**config.mk**
```make
export PLATFORM = sky130hd
export DESIGN_NAME = branch_pc_unit_flat
export DESIGN_NICKNAME = d
export VERILOG_FILES = /design/src/rtl/branch_pc_unit_pkg.sv /design/src/rtl/branch_pc_unit_if.sv /design/src/rtl/sat_counter16.sv /design/src/rtl/branch_pc_unit.sv /design/src/flat_wrapper.sv
export SDC_FILE = /design/constraint.sdc
export NUM_CORES = 1
export LEC_CHECK = 0
export ABC_AREA = 1
export CORE_AREA = 5 5 108 110
export CTS_CLUSTER_SIZE = 16
export DETAILED_ROUTE_END_ITERATION = 6
export DIE_AREA = 0 0 113 115
export PLACE_DENSITY = 0.87
export SLEW_MARGIN = 20
export SYNTH_ARGS = -nofsm -noshare
export SYNTH_HDL_FRONTEND = slang
export SYNTH_HIERARCHICAL = 1
export SYNTH_SLANG_ARGS = --single-unit
```
**constraint.sdc**
```tcl
create_clock -name clk -period 3.8 [get_ports clk]
set_clock_uncertainty 0.1 [all_clocks]
set_input_delay 0.76 -clock clk [delete_from_list [all_inputs] [get_ports clk]]
set_output_delay 0.76 -clock clk [all_outputs]
set_load 0.02 [all_outputs]
```
**src/rtl/branch_pc_unit_pkg.sv**
```systemverilog
// branch_pc_unit_pkg: shared pipeline defaults, FSM state encoding and counter widths
package branch_pc_unit_pkg;
  localparam logic [31:0] RESET_PC_DEF = 32'h0000_0000;
  localparam int REFILL_DEPTH_DEF = 3;
  localparam int CNT_W = 16;
  localparam int RCNT_W = 8;
  typedef enum logic {RUN, REFILL} state_t;
endpackage

```
**src/rtl/branch_pc_unit_if.sv**
```systemverilog
// branch_pc_unit_if: hazard/EX-MEM control inputs and pc/perf outputs; master drives inputs, slave is the unit
interface branch_pc_unit_if;
  import branch_pc_unit_pkg::*;
  logic stall;
  logic mem_valid;
  logic mem_beq;
  logic mem_bne;
  logic mem_jump;
  logic mem_zero;
  logic [31:0] mem_branch_target;
  logic [31:0] mem_jump_target;
  logic [31:0] pc;
  logic [31:0] pc_plus4;
  logic PCSrc;
  logic refill;
  logic [CNT_W-1:0] branch_cnt;
  logic [CNT_W-1:0] taken_cnt;
  logic misalign;
  modport master (
    output stall, mem_valid, mem_beq, mem_bne, mem_jump, mem_zero, mem_branch_target, mem_jump_target,
    input pc, pc_plus4, PCSrc, refill, branch_cnt, taken_cnt, misalign
  );
  modport slave (
    input stall, mem_valid, mem_beq, mem_bne, mem_jump, mem_zero, mem_branch_target, mem_jump_target,
    output pc, pc_plus4, PCSrc, refill, branch_cnt, taken_cnt, misalign
  );
endinterface

```
**src/rtl/sat_counter16.sv**
```systemverilog
// sat_counter16: enable-driven saturating counter (clk, rst, en -> q)
module sat_counter16
  import branch_pc_unit_pkg::*;
(
  input  logic             clk,
  input  logic             rst,
  input  logic             en,
  output logic [CNT_W-1:0] q
);
  always_ff @(posedge clk)
    q <= rst ? '0 : (en && !(&q)) ? q + 1'b1 : q;
endmodule

```
**src/rtl/branch_pc_unit.sv**
```systemverilog
// branch_pc_unit: pc register with MEM-stage redirect, refill FSM, perf counters and misalign flag (clk, rst, bus)
module branch_pc_unit
  import branch_pc_unit_pkg::*;
#(
  parameter logic [31:0] RESET_PC = RESET_PC_DEF,
  parameter int REFILL_DEPTH = REFILL_DEPTH_DEF
) (
  input logic clk,
  input logic rst,
  branch_pc_unit_if.slave b
);
  logic [31:0] pc_q, pc4, tgt;
  logic take, mis;
  state_t state, state_n;
  logic [RCNT_W-1:0] cnt, cnt_n;
  always_comb begin
    take = b.mem_valid & ((b.mem_beq & b.mem_zero) | (b.mem_bne & ~b.mem_zero) | b.mem_jump);
    tgt = b.mem_jump ? b.mem_jump_target : b.mem_branch_target;
    pc4 = pc_q + 32'd4;
  end
  always_comb begin
    state_n = state;
    cnt_n = cnt;
    if (take) begin
      state_n = REFILL;
      cnt_n = RCNT_W'(REFILL_DEPTH - 1);
    end else if (state == REFILL && !b.stall) begin
      state_n = (cnt == '0) ? RUN : REFILL;
      cnt_n = (cnt == '0) ? cnt : cnt - 1'b1;
    end
  end
  always_ff @(posedge clk) begin
    if (rst) begin
      state <= RUN;
      cnt <= '0;
      pc_q <= RESET_PC;
      mis <= 1'b0;
    end else begin
      state <= state_n;
      cnt <= cnt_n;
      pc_q <= take ? {tgt[31:2], 2'b00} : b.stall ? pc_q : pc4;
      mis <= mis | (take & |tgt[1:0]);
    end
  end
  assign b.pc = pc_q;
  assign b.pc_plus4 = pc4;
  assign b.PCSrc = take;
  assign b.refill = (state == REFILL);
  assign b.misalign = mis;
  sat_counter16 u_branch_cnt (
    .clk(clk),
    .rst(rst),
    .en(b.mem_valid & (b.mem_beq | b.mem_bne)),
    .q(b.branch_cnt)
  );
  sat_counter16 u_taken_cnt (
    .clk(clk),
    .rst(rst),
    .en(take),
    .q(b.taken_cnt)
  );
endmodule

```
**src/flat_wrapper.sv**
```systemverilog
// flat-port wrapper written by rule: the top's interface ports become plain ports
module branch_pc_unit_flat import branch_pc_unit_pkg::*;
#(
  parameter logic [31:0] RESET_PC = RESET_PC_DEF,
  parameter int REFILL_DEPTH = REFILL_DEPTH_DEF
)
  (clk, rst, b_stall, b_mem_valid, b_mem_beq, b_mem_bne, b_mem_jump, b_mem_zero, b_mem_branch_target, b_mem_jump_target, b_pc, b_pc_plus4, b_PCSrc, b_refill, b_branch_cnt, b_taken_cnt, b_misalign);
  branch_pc_unit_if b_i ();
  input logic clk;
  input logic rst;
  input wire logic [$bits(b_i.stall)-1:0] b_stall;
  input wire logic [$bits(b_i.mem_valid)-1:0] b_mem_valid;
  input wire logic [$bits(b_i.mem_beq)-1:0] b_mem_beq;
  input wire logic [$bits(b_i.mem_bne)-1:0] b_mem_bne;
  input wire logic [$bits(b_i.mem_jump)-1:0] b_mem_jump;
  input wire logic [$bits(b_i.mem_zero)-1:0] b_mem_zero;
  input wire logic [$bits(b_i.mem_branch_target)-1:0] b_mem_branch_target;
  input wire logic [$bits(b_i.mem_jump_target)-1:0] b_mem_jump_target;
  output wire logic [$bits(b_i.pc)-1:0] b_pc;
  output wire logic [$bits(b_i.pc_plus4)-1:0] b_pc_plus4;
  output wire logic [$bits(b_i.PCSrc)-1:0] b_PCSrc;
  output wire logic [$bits(b_i.refill)-1:0] b_refill;
  output wire logic [$bits(b_i.branch_cnt)-1:0] b_branch_cnt;
  output wire logic [$bits(b_i.taken_cnt)-1:0] b_taken_cnt;
  output wire logic [$bits(b_i.misalign)-1:0] b_misalign;
  assign b_i.stall = b_stall;
  assign b_i.mem_valid = b_mem_valid;
  assign b_i.mem_beq = b_mem_beq;
  assign b_i.mem_bne = b_mem_bne;
  assign b_i.mem_jump = b_mem_jump;
  assign b_i.mem_zero = b_mem_zero;
  assign b_i.mem_branch_target = b_mem_branch_target;
  assign b_i.mem_jump_target = b_mem_jump_target;
  assign b_pc = b_i.pc;
  assign b_pc_plus4 = b_i.pc_plus4;
  assign b_PCSrc = b_i.PCSrc;
  assign b_refill = b_i.refill;
  assign b_branch_cnt = b_i.branch_cnt;
  assign b_taken_cnt = b_i.taken_cnt;
  assign b_misalign = b_i.misalign;
  branch_pc_unit #(.RESET_PC(RESET_PC), .REFILL_DEPTH(REFILL_DEPTH)) u_core (.clk(clk), .rst(rst), .b(b_i));
endmodule
```
==> results.sh <==
export IMPL_status="finished clean"
export IMPL_yosys_warnings=6
export IMPL_min_period_ps=3280
export IMPL_critPathCaptureType="output pin"
export IMPL_synth_area_sq_mm=0.00522
export IMPL_dr_total_vias=5802
export IMPL_worst_path_largest_cell_delay_ps=590
export IMPL_cts_resized=0
export IMPL_max_vdd_ir_drop_mv=0.183
export IMPL_crit_buf_inv=1
export IMPL_power_frac_comb=0.263
export IMPL_yosysTopAreaCell="dfxtp_1"
export IMPL_internal_power_uw=1420
export IMPL_fp_coreArea_sq_mm=0.0106
export IMPL_htreeDepth=3
export IMPL_power_density_mw_per_mm2=291
export IMPL_fin_nets=1096
export IMPL_gp_congestion=0.893
export IMPL_p_leak_uw=0.00300
export IMPL_seqPwrFrac=0.406
export IMPL_clockBufferDepth=2
export IMPL_worst_setup_path_start_kind="flop"
export IMPL_ctsHoldBuffers=0
export IMPL_synth_seq_area_share=0.276
export IMPL_finalCritPeriodShare=0.863
export IMPL_yosysTopAreaCellShare=0.276
export IMPL_crit_path_top_delay_cell="clkdlybuf4s50_1"
export IMPL_grt_pass1_vias=5327
export IMPL_numCtsBuffers=9
export IMPL_yosys_top_cells_count="318 x nand2_1, 103 x nor2_1, 84 x inv_1"
export IMPL_cp_required_ps=2940
export IMPL_path_class="reg2out"
export IMPL_ant_nets=0
export IMPL_netlist_instances=861
export IMPL_cts_sinks=72
export IMPL_synth_flop_cell="dfxtp_1"
export IMPL_drc=0
export IMPL_crit_top_cell="nand2_1"
export IMPL_synth_edf_count=0
export IMPL_antenna_cells=0
export IMPL_io_pins=171
export IMPL_synthTopCellsByArea="dfxtp_1 28%, nand2_1 23%, nor2_1 7.4%"
export IMPL_layout_drive_gt1_share=0.0898
export IMPL_cts_root_buf="clkbuf_8"
export IMPL_antenna_found_initial=0
export IMPL_grt_max_degree=56
export IMPL_clock_latency_ps=370
export IMPL_setup_viol=0
export IMPL_yosysMostFrequentCell="nand2_1"
export IMPL_critical_path_top_delay_family="simple AND/OR/NAND/NOR gates"
export IMPL_grt_pass1_wl_microns=25600
export IMPL_initial_core_util=0.492
export IMPL_p_sw_frac=0.322
export IMPL_cap_violations=0
export IMPL_slew_viol_final=0
export IMPL_final_fill_count=944
export IMPL_die_y_microns=115
export IMPL_rsz0062_at_grt="no"
export IMPL_met2_usage=0.417
export IMPL_wl_per_cell_microns=13.6
export IMPL_use_met1=0.298
export IMPL_place_area_sq_mm=0.00696
export IMPL_synth_cell_types=38
export IMPL_drt_pre_antenna_iters=5
export IMPL_grt_util_all_layers=0.243
export IMPL_dieArea_sq_mm=0.0130
export IMPL_arrival_ps=2420
export IMPL_first_iter_violations=297
export IMPL_clk_pin_slew_ps=80
export IMPL_std_cell_rows=38
export IMPL_place_inst=1149
export IMPL_hpwl_microns=12100
export IMPL_portBuffers=166
export IMPL_ys_seq_elements=72
export IMPL_final_cells=1165
export IMPL_setup_tns_ps=0
export IMPL_syn_to_final_growth_pct=37.6
export IMPL_grt_use_met3=0.0521
export IMPL_max_clock_freq_mhz=305
export IMPL_switching_power_uw=672
export IMPL_worst_pin_slew_ps=767
export IMPL_cts_tree="done"
export IMPL_crit_chain="ha_1, nand2_1, nor2_2, nand2_4, nor2_4, nand2_1, nand2_1, and2_1, clkdlybuf4s50_1"
export IMPL_finalHoldViolCount=0
export IMPL_crit_fanout=6
export IMPL_dieWidth_microns=113
export IMPL_slew_limit_headroom=0.488
export IMPL_clkPwrFrac=0.331
export IMPL_gr_max_usage_layer="met2"
export IMPL_hold_path_class="reg2reg"
export IMPL_wl_microns=15900
export IMPL_finalInstanceArea_sq_mm=0.00718
export IMPL_overflow=0
export IMPL_syn_avg_cell_area_sq_um=6.06
export IMPL_ys_async_sr_fraction=0
export IMPL_viasPerCell=4.98
export IMPL_post_cts_buffers=0
metal layers:
layer  up-vias  wire, microns
met5         -              0
met4         0            353
met3        25           1000
met2       177           7770
met1      2595           6750
li1       3005              -
placed cells by master (no fill, tap or decap), drive strengths merged, types with 2 or more instances in the layout:
cell             n
a21oi           55
a31oi            5
and2             4
buf              6
bufinv           2
clkbuf           9
clkdlybuf4s50  166
clkinv           3
conb             4
dfxtp           72
ha               4
inv             90
nand2          336
nand3           57
nand3b           7
nand4            8
nor2           130
nor3             2
o21ai           42
xnor2           10
xor2             9
state kept, by name (all words and copies together), names as in the netlist:
| signal | count |
|---|---|
| u_core/b.pc | 30 |
| u_core/u_branch_cnt/q | 16 |
| u_core/u_taken_cnt/q | 16 |
| u_core/cnt | 8 |
| u_core/b.misalign | 1 |
| u_core/b.refill | 1 |
path summary, 6_finish.rpt:
path	from	endpoint	slack, ps	cells past startpoint
max	u_core/b.pc[2]$_SDFFE_PP0P_	b_pc_plus4[20]	520	9
min	u_core/cnt[0]$_SDFFE_PP0P_	u_core/cnt[0]$_SDFFE_PP0P_	380	2
min reg2reg	u_core/cnt[0]$_SDFFE_PP0P_	u_core/cnt[0]$_SDFFE_PP0P_	380	2
max reg2reg	u_core/cnt[0]$_SDFFE_PP0P_	u_core/cnt[4]$_SDFFE_PP0P_	1990	10
metrics by stage:
stage | worst slack (ps) | total power [uW] | hold WS [ps] | utilization
finish | 522 | 2090 | 376 | 0.677
global route | 377 | 2190 | 399 | 0.677
CTS | 503 | 2100 | 375 | 0.677
detailed placement | 746 | 1410 | 363 | 0.656
global placement | 753 | 1400 | 349 | 0.656
floorplan | 1380 | 1150 | 345 | -
worst register-to-register path: stages (launching register included):
cell and delay, ps:
dfxtp_1 310, inv_1 120, ha_1 160, inv_1 60, nor3_2 210, nand3_1 110
nand2_1 280, inv_2 150, nand2_1 90, nand2_1 50, a21oi_1 120
kinds of logic (layout without fill, tap and decap cells):
| group | after synthesis | in the layout | synth area share |
|---|---|---|---|
| buffers and inverters | 116 | 277 | 0.0928 |
| AND/OR/NAND/NOR | 545 | 545 | 0.472 |
| other | 1 | 4 | 0.000719 |
| XOR/XNOR | 19 | 19 | 0.0420 |
| AO/OA/AOI/OAI | 104 | 104 | 0.106 |
| flip-flops | 72 | 72 | 0.276 |
| adder cells (fa/ha/maj) | 4 | 4 | 0.00959 |
power groups by stage:
| stage | clock network (uW) | logic [uW] | registers (uW) |
|---|---|---|---|
| finish | 692 | 549 | 848 |
| floorplan | 0 | 254 | 893 |
| CTS | 705 | 550 | 848 |
| detailed placement | 0 | 548 | 865 |
| global route | 735 | 600 | 857 |
| global placement | 0 | 541 | 864 |
layout make-up:
class,count,area (sq um),area share
clock buffers,9,124,0.0173
clock inverters,7,95.1,0.0132
inverters,89,334,0.0465
multi-input cells,676,3300,0.460
flip-flops and latches,72,1440,0.201
well taps,140,175,0.0244
repair buffers,172,1710,0.238
(Power assumes the default switching activity.)
